**src/rtl/hsv2rgb_arbiter.sv**
```systemverilog
`default_nettype none
// ---------------------------------------------------------------------------
// hsv2rgb_arbiter: round-robin share of one fixed-latency HSV->RGB converter
// between two streams, with credit-protected per-channel output FIFOs.
// Optional pop/stall statistics: define HSV2RGB_ARB_STATS_EN.
// Revision: 1.0
// ---------------------------------------------------------------------------
module hsv2rgb_arbiter #(
  parameter int LATENCY    = 4,
  parameter int FIFO_DEPTH = 8
) (
  input  logic        clk,
  input  logic        reset,
  input  logic [23:0] in0_hsv,
  input  logic        in0_valid,
  output logic        in0_ready,
  input  logic [23:0] in1_hsv,
  input  logic        in1_valid,
  output logic        in1_ready,
  output logic        cvt_resetn,
  output logic [23:0] cvt_hsv,
  output logic        cvt_valid,
  input  logic [23:0] cvt_rgb,
  input  logic        cvt_rgb_valid,
  output logic [23:0] out0_rgb,
  output logic        out0_valid,
  input  logic        out0_ready,
  output logic [23:0] out1_rgb,
  output logic        out1_valid,
  input  logic        out1_ready,
`ifdef HSV2RGB_ARB_STATS_EN
  output logic [31:0] stat0_cnt,
  output logic [31:0] stat1_cnt,
  output logic [31:0] stat_stall,
`endif
  output logic        tag_err
);

  localparam int c_CW = $clog2(FIFO_DEPTH + 1);
  localparam int c_PW = $clog2(FIFO_DEPTH);

  logic [1:0]         w_valid, w_out_ready, w_credit_nz, w_elig, w_grant;
  logic [1:0]         w_push, w_pop, w_out_valid;
  logic [23:0]        w_out_rgb [2];
  logic [23:0]        w_sel_hsv;
  logic               w_tag_vld, w_tag_ch, w_wr;
  logic               last_grant_q, cvt_valid_q, cvt_ch_q, cvt_resetn_q, tag_err_q;
  logic [23:0]        cvt_hsv_q;
  logic [LATENCY-1:0] tag_vld_q, tag_ch_q;

  assign w_valid     = {in1_valid, in0_valid};
  assign w_out_ready = {out1_ready, out0_ready};
  assign w_elig      = w_valid & w_credit_nz;

  always_comb begin
    w_grant = w_elig;
    if (&w_elig) w_grant = last_grant_q ? 2'b01 : 2'b10;
  end

  assign w_sel_hsv = w_grant[1] ? in1_hsv : in0_hsv;
  assign in0_ready = w_grant[0];
  assign in1_ready = w_grant[1];

  always_ff @(posedge clk or posedge reset) begin
    if (reset) begin
      last_grant_q <= 1'b1;
      cvt_valid_q  <= 1'b0;
      cvt_ch_q     <= 1'b0;
      cvt_hsv_q    <= '0;
      cvt_resetn_q <= 1'b0;
    end else begin
      cvt_resetn_q <= 1'b1;
      cvt_valid_q  <= |w_grant;
      cvt_ch_q     <= w_grant[1];
      if (|w_grant) begin
        last_grant_q <= w_grant[1];
        cvt_hsv_q    <= w_sel_hsv;
      end
    end
  end

  // Tag stage 0 trails cvt_valid by one edge, so the last stage lines up with cvt_rgb_valid.
  always_ff @(posedge clk or posedge reset) begin
    if (reset) begin
      tag_vld_q <= '0;
      tag_ch_q  <= '0;
      tag_err_q <= 1'b0;
    end else begin
      tag_vld_q[0] <= cvt_valid_q;
      tag_ch_q[0]  <= cvt_ch_q;
      for (int k = 1; k < LATENCY; k++) begin
        tag_vld_q[k] <= tag_vld_q[k-1];
        tag_ch_q[k]  <= tag_ch_q[k-1];
      end
      if (cvt_rgb_valid ^ w_tag_vld) tag_err_q <= 1'b1;
    end
  end

  assign w_tag_vld = tag_vld_q[LATENCY-1];
  assign w_tag_ch  = tag_ch_q[LATENCY-1];
  assign w_wr      = cvt_rgb_valid & w_tag_vld;
  assign w_push    = {w_wr & w_tag_ch, w_wr & ~w_tag_ch};
  assign w_pop     = w_out_valid & w_out_ready;

  for (genvar c = 0; c < 2; c++) begin : g_chan
    logic [23:0]     mem_q [FIFO_DEPTH];
    logic [c_PW-1:0] wptr_q, rptr_q;
    logic [c_CW-1:0] count_q, credit_q;

    always_ff @(posedge clk or posedge reset) begin
      if (reset) begin
        wptr_q   <= '0;
        rptr_q   <= '0;
        count_q  <= '0;
        credit_q <= c_CW'(FIFO_DEPTH);
      end else begin
        if (w_push[c]) wptr_q <= wptr_q + 1'b1;
        if (w_pop[c])  rptr_q <= rptr_q + 1'b1;
        case ({w_push[c], w_pop[c]})
          2'b10:   count_q <= count_q + 1'b1;
          2'b01:   count_q <= count_q - 1'b1;
          default: ;
        endcase
        // A slot is reserved at issue time and released only when the consumer pops it.
        case ({w_grant[c], w_pop[c]})
          2'b10:   credit_q <= credit_q - 1'b1;
          2'b01:   credit_q <= credit_q + 1'b1;
          default: ;
        endcase
      end
    end

    always_ff @(posedge clk) begin
      if (w_push[c]) mem_q[wptr_q] <= cvt_rgb;
    end

    assign w_credit_nz[c] = (credit_q != '0);
    assign w_out_valid[c] = (count_q != '0);
    assign w_out_rgb[c]   = w_out_valid[c] ? mem_q[rptr_q] : 24'h0;
  end

  assign cvt_resetn = cvt_resetn_q;
  assign cvt_hsv    = cvt_hsv_q;
  assign cvt_valid  = cvt_valid_q;
  assign out0_rgb   = w_out_rgb[0];
  assign out0_valid = w_out_valid[0];
  assign out1_rgb   = w_out_rgb[1];
  assign out1_valid = w_out_valid[1];
  assign tag_err    = tag_err_q;

`ifdef HSV2RGB_ARB_STATS_EN
  logic [31:0] stat0_q, stat1_q, stall_q;

  always_ff @(posedge clk or posedge reset) begin
    if (reset) begin
      stat0_q <= '0;
      stat1_q <= '0;
      stall_q <= '0;
    end else begin
      if (w_pop[0]) stat0_q <= stat0_q + 32'd1;
      if (w_pop[1]) stat1_q <= stat1_q + 32'd1;
      if (|(w_valid & ~w_credit_nz)) stall_q <= stall_q + 32'd1;
    end
  end

  assign stat0_cnt  = stat0_q;
  assign stat1_cnt  = stat1_q;
  assign stat_stall = stall_q;
`endif

endmodule
`default_nettype wire
```
**config.mk**
```make
export PLATFORM = sky130hd
export DESIGN_NAME = hsv2rgb_arbiter
export DESIGN_NICKNAME = d
export VERILOG_FILES = /design/src/rtl/hsv2rgb_arbiter.sv
export SDC_FILE = /design/constraint.sdc
export NUM_CORES = 1
export LEC_CHECK = 0
export CAP_MARGIN = 20
export CELL_PAD_IN_SITES_DETAIL_PLACEMENT = 0
export CELL_PAD_IN_SITES_GLOBAL_PLACEMENT = 2
export CORE_UTILIZATION = 32
export CTS_CLUSTER_SIZE = 25
export DETAILED_ROUTE_END_ITERATION = 10
export PLACE_DENSITY_LB_ADDON = 0.1
export SYNTH_ARGS = -nofsm -noshare
export SYNTH_HDL_FRONTEND = slang
export SYNTH_SLANG_ARGS = --single-unit
```
**constraint.sdc**
```tcl
create_clock -name clk -period 4.22 [get_ports clk]
set_clock_uncertainty 0.15 [all_clocks]
set_input_delay 0.844 -clock clk [delete_from_list [all_inputs] [get_ports clk]]
set_output_delay 0.844 -clock clk [all_outputs]
set_load 0.01 [all_outputs]
```
-- Yosys cells after proc, flatten, opt, wreduce, memory -nomap -nowiden
Memory sizes are Yosys's and may differ from the RTL's.
Index checks and enable logic that the tools add are counted.
- input port bits: 79
- memories kept: 2
- word-level logic and storage cells: 68
- latch bits: 0
- flip-flop bits (word level): 65
- memory bits (read-only): 0
- memory bits (writable): 384
- output and inout bits: 79
- memory list (memory ; depth ; width ; rd ports ; clocked after Yosys merged registers in ; wr ports ; line ; source):
    g_chan[0].mem_q ; 8 ; 24 ; 1 ; 0 ; 1 ; 106 ; logic [23:0] mem_q [FIFO_DEPTH];
    g_chan[1].mem_q ; 8 ; 24 ; 1 ; 0 ; 1 ; 106 ;
- shifts and indexed selects: 0
- bitwise operators: 7
- add/subtract/negate cells: 12
- equality and inequality tests: 8
- multiplexer cells: 13
- $mul: 0
- div/mod/pow operators: 0
- $lt $le $gt $ge: 0
- reductions and logical operators: 10
- operators by type and width (kind ; number):
    2-to-1 mux 24 bit ; 3
    case mux 4 bit (2 select lines) ; 4
    adder 4 x 1 -> 4 bit, second input constant ; 4
    nonzero test 4 bit ; 4
    subtractor 4 x 1 -> 4 bit, second input constant ; 4
    adder 3 x 1 -> 3 bit, second input constant ; 4
    equality test 2 x 1 -> 1 bit, second input constant ; 4
    equality test 2 bit, second input constant ; 4
    nonzero test 2 bit ; 4
    AND 2 bit ; 2
    2-to-1 mux 1 bit ; 4
    2-to-1 mux 2 bit ; 2
    AND 1 bit ; 3
    AND reduction 2 bit ; 1
    OR reduction 2 bit ; 1
    inverter 1 bit ; 1
    bitwise XOR 1 bit ; 1

-- Logic depth before layout (Yosys ltp)
Gate-level depths: netlist of the first run.
- depth after elaboration: 6
- mapped depth: 11
- gate-level depth less buffers: 9

-- Least setup slack after synthesis of the first run
No wires, ideal clock.
- path kind: input to register
- start: input port cvt_rgb_valid
- end: memory g_chan[1].mem_q[0][0] (enable)
- setup slack: 0.080 ns
- path buffers: 0
- stages: 3
- required time: 3.604 ns
- setup time: 0.466 ns
- data arrival time: 3.524 ns
- cell sequence: ha_1 nand2_1 nor4_1
- cells in the longest elaborated chain, start to end: 4
- ends and longest elaborated chain (item ; line ; source):
    from (decl) ; 24 ; input logic cvt_rgb_valid,
    AND 1 bit ; 101 ; assign w_wr = cvt_rgb_valid & w_tag_vld;
    AND 1 bit ; 102 ; assign w_push = {w_wr & w_tag_ch, w_wr & ~w_tag_ch};
    2-to-1 mux 1 bit ; 134 ; if (w_push[c]) mem_q[wptr_q] <= cvt_rgb;
    2-to-1 mux 1 bit (not written as such) ; 134 ;
    to (decl) ; 106 ;
Every way passes these cells.

-- Final worst setup path of the first run
- start: register g_chan[0].rptr_q[0]
- end: output port out0_rgb[22]
- cells in the longest elaborated chain, start to end: 2
- ends and longest elaborated chain (item ; line ; source):
    from (decl) ; 107 ; logic [c_PW-1:0] wptr_q, rptr_q;
    from (signal assigned) ; 118 ; if (w_pop[c]) rptr_q <= rptr_q + 1'b1;
    memory (8 x 24 bit) ; - ;
    2-to-1 mux 24 bit ; 139 ; assign w_out_rgb[c] = w_out_valid[c] ? mem_q[rptr_q] : 24'h0;
    to (decl) ; 25 ; output logic [23:0] out0_rgb,
Every way passes these cells.

==> results of run 1 <==
-- state kept, by name, summed over array words and instances, names as in the netlist --
name             flops
cvt_hsv             24
tag_ch_q             4
cvt_valid            1
cvt_ch_q             1
g_chan.count_q       8
tag_err              1
g_chan.credit_q      8
cvt_resetn           1
g_chan.mem_q       384
tag_vld_q            4
g_chan.wptr_q        6
last_grant_q         1
g_chan.rptr_q        6
-- path summary, 6_finish.rpt --
kind | cells past startpoint | slack, ns | to
min in group asynchronous | 2 | 0.53 | tag_vld_q[3]
max reg2reg | 8 | 0.99 | g_chan[0].count_q[3]
max | 4 | 0.30 | out0_rgb[22]
min | 0 | 0.20 | tag_vld_q[1]
max in group asynchronous | 3 | 2.59 | cvt_hsv[5]
min reg2reg | 0 | 0.20 | tag_vld_q[1]
-- final cells by class --
| class | count | share of cell area [%] |
|---|---|---|
| Timing Repair Buffer | 189 | 8.627 |
| Multi-Input combinational cell | 319 | 18.65 |
| Inverter | 90 | 1.545 |
| Clock inverter | 24 | 0.7265 |
| Sequential cell | 449 | 60.22 |
| Tap cell | 748 | 4.279 |
| Clock buffer | 64 | 5.955 |
-- metal layers --
| layer | part of all wire [%] | global-route usage, % |
|---|---|---|
| met5 | 0.030 | 0 |
| met4 | 1.8 | 3.578 |
| met1 | 41 | 17.97 |
| met2 | 53 | 26.04 |
| met3 | 4.3 | 3.228 |
-- cells by family (layout without fill, tap and decap cells) --
| kind of cell | Yosys count | in the layout | share of synthesized area, % |
|---|---|---|---|
| AO/OA/AOI/OAI | 101 | 101 | 4.953 |
| XOR/XNOR | 16 | 16 | 0.7868 |
| adder cells (fa/ha/maj) | 21 | 21 | 1.644 |
| buffers and inverters | 138 | 367 | 3.590 |
| flip-flops | 449 | 449 | 73.90 |
| multiplexers | 107 | 107 | 12.81 |
| other | 1 | 1 | 0.02105 |
| AND/OR/NAND/NOR | 73 | 73 | 2.297 |
-- metrics by stage --
step / power, W / utilization (%) / std cells / hold WS [ns] / area [µm²]
finish: 0.01198 / 39.70 / 1883 / 0.1984 / 21870
global route: 0.01258 / 39.70 / 1883 / 0.2047 / 21870
floorplan: 0.007014 / - / 906 / 0.1812 / 17810
CTS: 0.01222 / 39.70 / 1883 / 0.2003 / 21870
global placement: 0.008224 / 37.05 / 1795 / 0.1845 / 20410
detailed placement: 0.008221 / 37.05 / 1795 / 0.1855 / 20410
-- power breakdown --
group          total, W  internal (W)  leakage (nW)  switching [W]
logic           0.00267       0.00142          2.47        0.00125
registers       0.00537       0.00514          4.24       0.000236
clock network   0.00394       0.00223         0.703        0.00171
total            0.0120       0.00879          7.41        0.00319
-- layout by cell type (no fill, tap or decap), types with 11 or more instances in the layout --
| master | count |
|---|---|
| clkdlybuf4s50_1 | 157 |
| buf_4 | 26 |
| nand3_1 | 11 |
| a222oi_1 | 24 |
| clkbuf_1 | 13 |
| a22o_1 | 48 |
| edfxtp_1 | 384 |
| clkbuf_16 | 49 |
| dfrtp_1 | 58 |
| ha_1 | 17 |
| inv_1 | 88 |
| nand2_1 | 13 |
| xnor2_1 | 13 |
| mux4_2 | 96 |
==> impl_metrics.yaml, run 1 <==
outcome:
  status: "completed"
timing:
  tns_ns: 0
  fmaxAchievable_mhz: 254.8
  period_needed_ns: 3.924
  drv_slew: 0
  period_share_pct: 92.98
  setup_viol: 0
  finalHoldViolations: 0
  grt_setup_unrepaired: "false"
  relSlewSlack_pct: 54.73
  worst_slew_pin_slew_ns: 0.6770
  setup_slack_ns: 0.2961
clocking:
  post_cts_resized: 0
  cts_tree: "done"
  clkTransAtPathRegs_ns: 0.06
  cts_max_path_buffers: 3
  cts_setup_buffers: 0
  cts_root_buf: "clkbuf_16"
  insertion_delay_ns: 0.57
  htreeDepth: 2
  clock-sinks: 449
  cts_inserted_buffers: 49
  hold_buffers: 0
critical_path:
  cp-startpoint: "g_chan[0].rptr_q[0]"
  cp.arrival_ns: 2.93
  slowest_delay_ns: 0.77
  cp_slowest_cell: "dfrtp_4"
  path_cells: "buf_4 -> mux4_2 -> a22o_1 -> clkdlybuf4s50_1"
  cp_num_buf_inv: 2
  cp.required_ns: 3.23
  crit-reg2reg-launch: "g_chan[0].count_q[3]"
  path_delay_family: "buffers and inverters"
  critPathCaptureType: "output pin"
  worst-path-max-fanout: 25
  worstSetupStartpointType: "register"
  critPathKind: "reg -> out"
route:
  drtIter0Drc: 505
  dr.pass1.iters: 5
  wl_um: 40580
  viasPerCell: 4.700
  drc: 0
  vias: 8851
  ant_nets: 0
  wl_per_cell_um: 21.55
die:
  fp-row-count: 86
  start_util_pct: 32.33
  io_pins: 158
  die_h_um: 237.9
  dieArea_mm2: 0.05661
  die_w_um: 237.9
  coreArea_mm2: 0.05509
placed_design:
  dpl_worst_slack_ns: 0.4261
  gp_congestion: 0.7188
  hpwl_um: 23850
  io_buffers: 157
synth:
  synth_area_leaders: "edfxtp_1 65%, mux4_2 12%, dfrtp_1 8.7%"
  syn_area_mm2: 0.01781
  syn_area_per_cell_um2: 19.66
  yosys_warnings: 0
  synth_nets: 1006
  ys_types: 47
  synth_top_area_share_pct: 64.74
  syn_inst: 906
  ys.flop_type: "edfxtp_1"
  seq_area_frac_synth_pct: 73.90
  yosysTopAreaCell: "edfxtp_1"
  ys_ff_latch: 449
  synth_edf_count: 384
  async_flop_share_pct: 14.48
  synthMostInstantiatedCell: "edfxtp_1"
  synth_commonest_cells: "384 x edfxtp_1, 96 x mux4_2, 89 x inv_1"
cells_and_area:
  n_antenna_cell: 0
  areaGrowthSynthToFinish_pct: 22.80
  multi_input_area_mm2: 0.004079
  layout.nets: 1198
  fillCellCount: 5074
  drive_above_1_share_pct: 20.88
  regArea_mm2: 0.01317
global_routing:
  grt_pass1_vias: 9454
  grt_usage_pct: 14.63
  antenna_found_initial: 1
  grt_overflow_total: 0
  grt_max_degree: 45
  grt_pass1_wl_um: 61000
job:
  cap_viol_max_count: 0
worst_hold_path:
  hold_class: "reg -> reg"
  holdCritStartpoint: "tag_vld_q[0]"
pwr:
  power_density_mw_per_mm2: 547.9
  p_leak_nw: 7.405
  ir_drop_v: 0.0003052
Note: power is estimated with default switching activity, not from simulation.
==> run 2: changes to the inputs <==
--- a/config.mk
+++ b/config.mk
@@ -8,6 +8,7 @@
 export CAP_MARGIN = 20
 export CELL_PAD_IN_SITES_DETAIL_PLACEMENT = 0
 export CELL_PAD_IN_SITES_GLOBAL_PLACEMENT = 2
+export CORE_MARGIN = 3
 export CORE_UTILIZATION = 32
 export CTS_CLUSTER_SIZE = 25
 export DETAILED_ROUTE_END_ITERATION = 10
==> impl_metrics.yaml, run 2 (same netlist as run 1, synthesis figures left out) <==
global_routing:
  grt_max_degree: 35
  grt_usage_pct: 13.82
  grt_overflow_total: 0
  antenna_found_initial: 0
  grt_pass1_wl_um: 61290
  grt_pass1_vias: 9624
cells_and_area:
  final_area_mm2: 0.02183
  mostFrequentLayoutCells: "384 x edfxtp_1, 157 x clkdlybuf4s50_1, 96 x mux4_2"
  layout.nets: 1202
  largest-register: "g_chan.mem_q"
  largest_reg_flops: 384
  fin_util_pct: 40.10
  fillCellCount: 5026
  n_antenna_cell: 0
  areaGrowthSynthToFinish_pct: 22.59
  regArea_mm2: 0.01317
  drive_above_1_share_pct: 20.58
  multi_input_area_mm2: 0.004079
  layout_commonest_cell: "edfxtp_1"
critical_path:
  cp-startpoint: "g_chan[0].rptr_q[0]"
  cp.arrival_ns: 2.97
  reg2reg_setup_slack_ns: 0.98
  r2r_cells: 8
  worst-path-max-fanout: 26
  worstSetupStartpointType: "register"
  crit-reg2reg-launch: "g_chan[0].count_q[3]"
  critPathCaptureType: "output pin"
  cp.required_ns: 3.23
  critPathKind: "reg -> out"
pwr:
  ir_drop_v: 0.0003829
  p_leak_nw: 7.412
  power_density_mw_per_mm2: 545.1
outcome:
  status: "completed"
route:
  vias: 8930
  drc: 0
  ant_nets: 0
  drtIter0Drc: 499
  dr.pass1.iters: 7
  wl_um: 40170
  wl_per_cell_um: 21.41
  viasPerCell: 4.760
clocking:
  cts_tree: "done"
  cts_inserted_buffers: 47
  cts_root_buf: "clkbuf_16"
  post_cts_resized: 0
  hold_buffers: 0
  insertion_delay_ns: 0.56
  cts_setup_buffers: 0
  cts_max_path_buffers: 3
  htreeDepth: 2
  clkTransAtPathRegs_ns: 0.06
  clock-sinks: 449
timing:
  hold_ws_ns: 0.1985
  setup_viol: 0
  grt_setup_unrepaired: "false"
  worst_slew_pin_slew_ns: 0.7464
  relSlewSlack_pct: 50.16
  tns_ns: 0
  drv_slew: 0
  finalHoldViolations: 0
  fmaxAchievable_mhz: 252.3
  period_share_pct: 93.91
  period_needed_ns: 3.963
placed_design:
  dpl_cell_area_mm2: 0.02041
  gp_congestion: 0.6788
  io_buffers: 157
  hpwl_um: 23800
die:
  start_util_pct: 32.71
  die_w_um: 241.9
  die_h_um: 241.9
  io_pins: 158
  coreArea_mm2: 0.05445
  dieArea_mm2: 0.05853
  fp-row-count: 85
worst_hold_path:
  hold_depth: 0
  holdCritStartpoint: "tag_vld_q[1]"
  hold_class: "reg -> reg"
job:
  cap_viol_max_count: 0
-- run 2: cell types whose count changed in the layout (fill, tap and decap cells not counted), moves of 3 or more --
cell,delta
buf_12,-3
clkbuf_1,+6
clkinvlp_4,-3
buf_4,+9
-- run 2: final timing paths --
kind	end
max	out0_rgb[12]
min	tag_vld_q[2]
max reg2reg	g_chan[0].count_q[3]
min reg2reg	tag_vld_q[2]
max in group asynchronous	g_chan[0].credit_q[3]
min in group asynchronous	cvt_resetn
-- run 2: stage by stage --
step | setup slack [ns] | total power (W) | cells
after floorplan | 0.08017 | 0.007014 | 906
after global placement | 0.4667 | 0.008208 | 1792
after detailed placement | 0.4761 | 0.008205 | 1792
after CTS | 0.1430 | 0.01217 | 1876
after global routing | 0.06422 | 0.01252 | 1876
final | 0.2571 | 0.01190 | 1876
-- run 2: area by class of cell --
cell class | instances | area share [%]
clock inverters | 18 | 0.8252
flip-flops and latches | 449 | 60.32
well taps | 739 | 4.235
multi-input cells | 319 | 18.68
inverters | 90 | 1.547
repair buffers | 195 | 8.676
clock buffers | 66 | 5.713
-- run 2: per-layer routing --
metal	GRT usage [%]	vias up	part of all wire (%)
li1	-	4025	-
met1	17.93	4679	43
met2	23.52	182	50
met3	3.431	44	5.2
met4	3.112	0	1.5
met5	0	-	0
-- run 2: report_power, final --
| part | switching (W) | internal [W] | total, W | leakage, nW |
|---|---|---|---|---|
| Clock | 0.00165 | 0.00224 | 0.00389 | 0.686 |
| Combinational | 0.00117 | 0.00142 | 0.00260 | 2.49 |
| Sequential | 0.000279 | 0.00514 | 0.00542 | 4.24 |
-- run 2: critical path, stage by stage (launching register included) --
cell,delay (ns)
dfrtp_4,0.79
buf_4,0.31
mux4_2,0.51
a22o_1,0.28
clkdlybuf4s50_1,0.49
==> run 3: changes to the inputs <==
--- a/config.mk
+++ b/config.mk
@@ -5,6 +5,7 @@
 export SDC_FILE = /design/constraint.sdc
 export NUM_CORES = 1
 export LEC_CHECK = 0
+export ABC_CLOCK_PERIOD_IN_PS = 4220
 export CAP_MARGIN = 20
 export CELL_PAD_IN_SITES_DETAIL_PLACEMENT = 0
 export CELL_PAD_IN_SITES_GLOBAL_PLACEMENT = 2
@@ -13,6 +14,8 @@
 export CTS_CLUSTER_SIZE = 25
 export DETAILED_ROUTE_END_ITERATION = 10
 export PLACE_DENSITY_LB_ADDON = 0.1
+export RECOVER_POWER = 50
+export SKIP_LAST_GASP = 1
 export SYNTH_ARGS = -nofsm -noshare
 export SYNTH_HDL_FRONTEND = slang
 export SYNTH_SLANG_ARGS = --single-unit
==> impl_metrics.yaml, run 3 (same netlist as run 1, synthesis figures left out) <==
pwr:
  swShare_pct: 26.04
  power_density_mw_per_mm2: 545.2
  ir_drop_v: 0.0003844
  intPower_w: 0.008793
  p_comb_share_pct: 21.8
  power_frac_seq_pct: 45.5
  p_clk_share_pct: 32.7
  power_switching_w: 0.003096
  p_leak_nw: 7.403
critical_path:
  worstSetupStartpointType: "register"
  critPathKind: "reg -> out"
  worst-path-max-fanout: 26
  crit-reg2reg-launch: "g_chan[0].count_q[3]"
  path_cells: "buf_4 -> mux4_2 -> a22o_1 -> clkdlybuf4s50_1"
  r2r_cells: 8
  slowest_delay_ns: 0.79
  cp.arrival_ns: 2.96
  reg2reg_setup_slack_ns: 0.98
  cp-startpoint: "g_chan[0].rptr_q[0]"
  r2r-end: "g_chan[0].count_q[3]"
  cp.required_ns: 3.23
  cp_slowest_cell: "dfrtp_4"
  critPathCaptureType: "output pin"
clocking:
  cts_root_buf: "clkbuf_16"
  cts_setup_buffers: 0
  cts_tree: "done"
  cts_inserted_buffers: 47
  insertion_delay_ns: 0.56
  hold_buffers: 0
  clock-sinks: 449
  cts_max_path_buffers: 3
  htreeDepth: 2
  clkTransAtPathRegs_ns: 0.06
  post_cts_resized: 0
die:
  io_pins: 158
  die_h_um: 241.9
  dieArea_mm2: 0.05853
  coreArea_mm2: 0.05445
  start_util_pct: 32.71
  die_w_um: 241.9
  fp-row-count: 85
route:
  ant_nets: 0
  drtIter0Drc: 457
  viasPerCell: 4.743
  dr.pass1.iters: 7
  wl_um: 40100
  drc: 0
  vias: 8902
  wl_per_cell_um: 21.36
timing:
  drv_slew: 0
  relSlewSlack_pct: 6.780
  tns_ns: 0
  worst_slew_pin_slew_ns: 1.397
  setup_viol: 0
  period_needed_ns: 3.957
  period_share_pct: 93.77
  finalHoldViolations: 0
  fmaxAchievable_mhz: 252.7
  grt_setup_unrepaired: "false"
placed_design:
  gp_congestion: 0.6788
  hpwl_um: 23800
  dpl_cell_area_mm2: 0.02041
  io_buffers: 157
global_routing:
  grt_pass1_vias: 9624
  antenna_found_initial: 1
  grt_usage_pct: 13.82
  grt_pass1_wl_um: 61290
  grt_max_degree: 35
  grt_overflow_total: 0
cells_and_area:
  fin_util_pct: 40.05
  largest-register: "g_chan.mem_q"
  drive_above_1_share_pct: 19.88
  mostFrequentLayoutCells: "384 x edfxtp_1, 131 x clkdlybuf4s50_1, 96 x mux4_2"
  layout.nets: 1202
  final_area_mm2: 0.02181
  areaGrowthSynthToFinish_pct: 22.44
  layout_commonest_cell: "edfxtp_1"
  largest_reg_flops: 384
job:
  cap_viol_max_count: 0
worst_hold_path:
  holdCritStartpoint: "tag_ch_q[1]"
  holdPathEnd: "tag_ch_q[2]"
  hold_class: "reg -> reg"
  hold_depth: 0
outcome:
  status: "completed"
## run 3: cell count changes in the layout (fill, tap and decap cells not counted), moves of 4 or more
cell / delta
buf_4: -4
clkbuf_1: +4
clkdlybuf4s50_1: -26
dlygate4sd3_1: +26
## run 3: per-stage QoR
stage | hold slack (ns) | cells | worst slack, ns | power (W)
3_5_place_dp | 0.1879 | 1792 | 0.4761 | 0.008205
5_1_grt | 0.2037 | 1876 | 0.06422 | 0.01251
3_3_place_gp | 0.1843 | 1792 | 0.4667 | 0.008208
2_1_floorplan | 0.1812 | 906 | 0.08017 | 0.007014
6_report | 0.1987 | 1877 | 0.2630 | 0.01189
4_1_cts | 0.2015 | 1876 | 0.1430 | 0.01217
## run 3: metal layers
layer  track usage, %  vias up  share of wire (%)
li1                 -     4032                  -
met1            17.93     4651                 43
met2            23.52      174                 50
met3            3.431       45                5.2
met4            3.112        0                1.5
met5                0        -                  0
## run 3: final cells by class
class / instances / area, µm²
multi-input combinational: 319 / 4065
clock inverter: 18 / 180.2
antenna: 1 / 2.502
inverter: 90 / 337.8
fill: 5031 / 32640
timing repair buffer: 195 / 1879
clock buffer: 66 / 1247
tap: 739 / 924.6
sequential: 449 / 13170
## run 3: how the worst max path moves through the flow
stage,slack (ns),cells past startpoint,to
final,0.26,4,out0_rgb[12]
after global routing,0.06,4,out0_rgb[12]
after CTS,0.14,4,out0_rgb[12]
after detailed placement,0.48,8,g_chan[1].count_q[3]
after global placement,0.47,8,g_chan[1].count_q[3]
after floorplan,0.08,3,g_chan[1].mem_q[0][0]
## run 3: worst max-delay path: cells and delay by family (launching register included)
family | cells | cell delay [ns]
buffers and inverters | 2 | 0.80
flip-flops | 1 | 0.79
multiplexers | 1 | 0.51
AO/OA/AOI/OAI | 1 | 0.28
## run 3: power groups by stage
stage / Combinational, W / Sequential [W] / Clock, W
after detailed placement: 0.00269 / 0.00552 / 0
after floorplan: 0.00164 / 0.00538 / 0
after global placement: 0.00269 / 0.00551 / 0
final: 0.00259 / 0.00541 / 0.00389
after global routing: 0.00283 / 0.00547 / 0.00421
after CTS: 0.00269 / 0.00543 / 0.00405
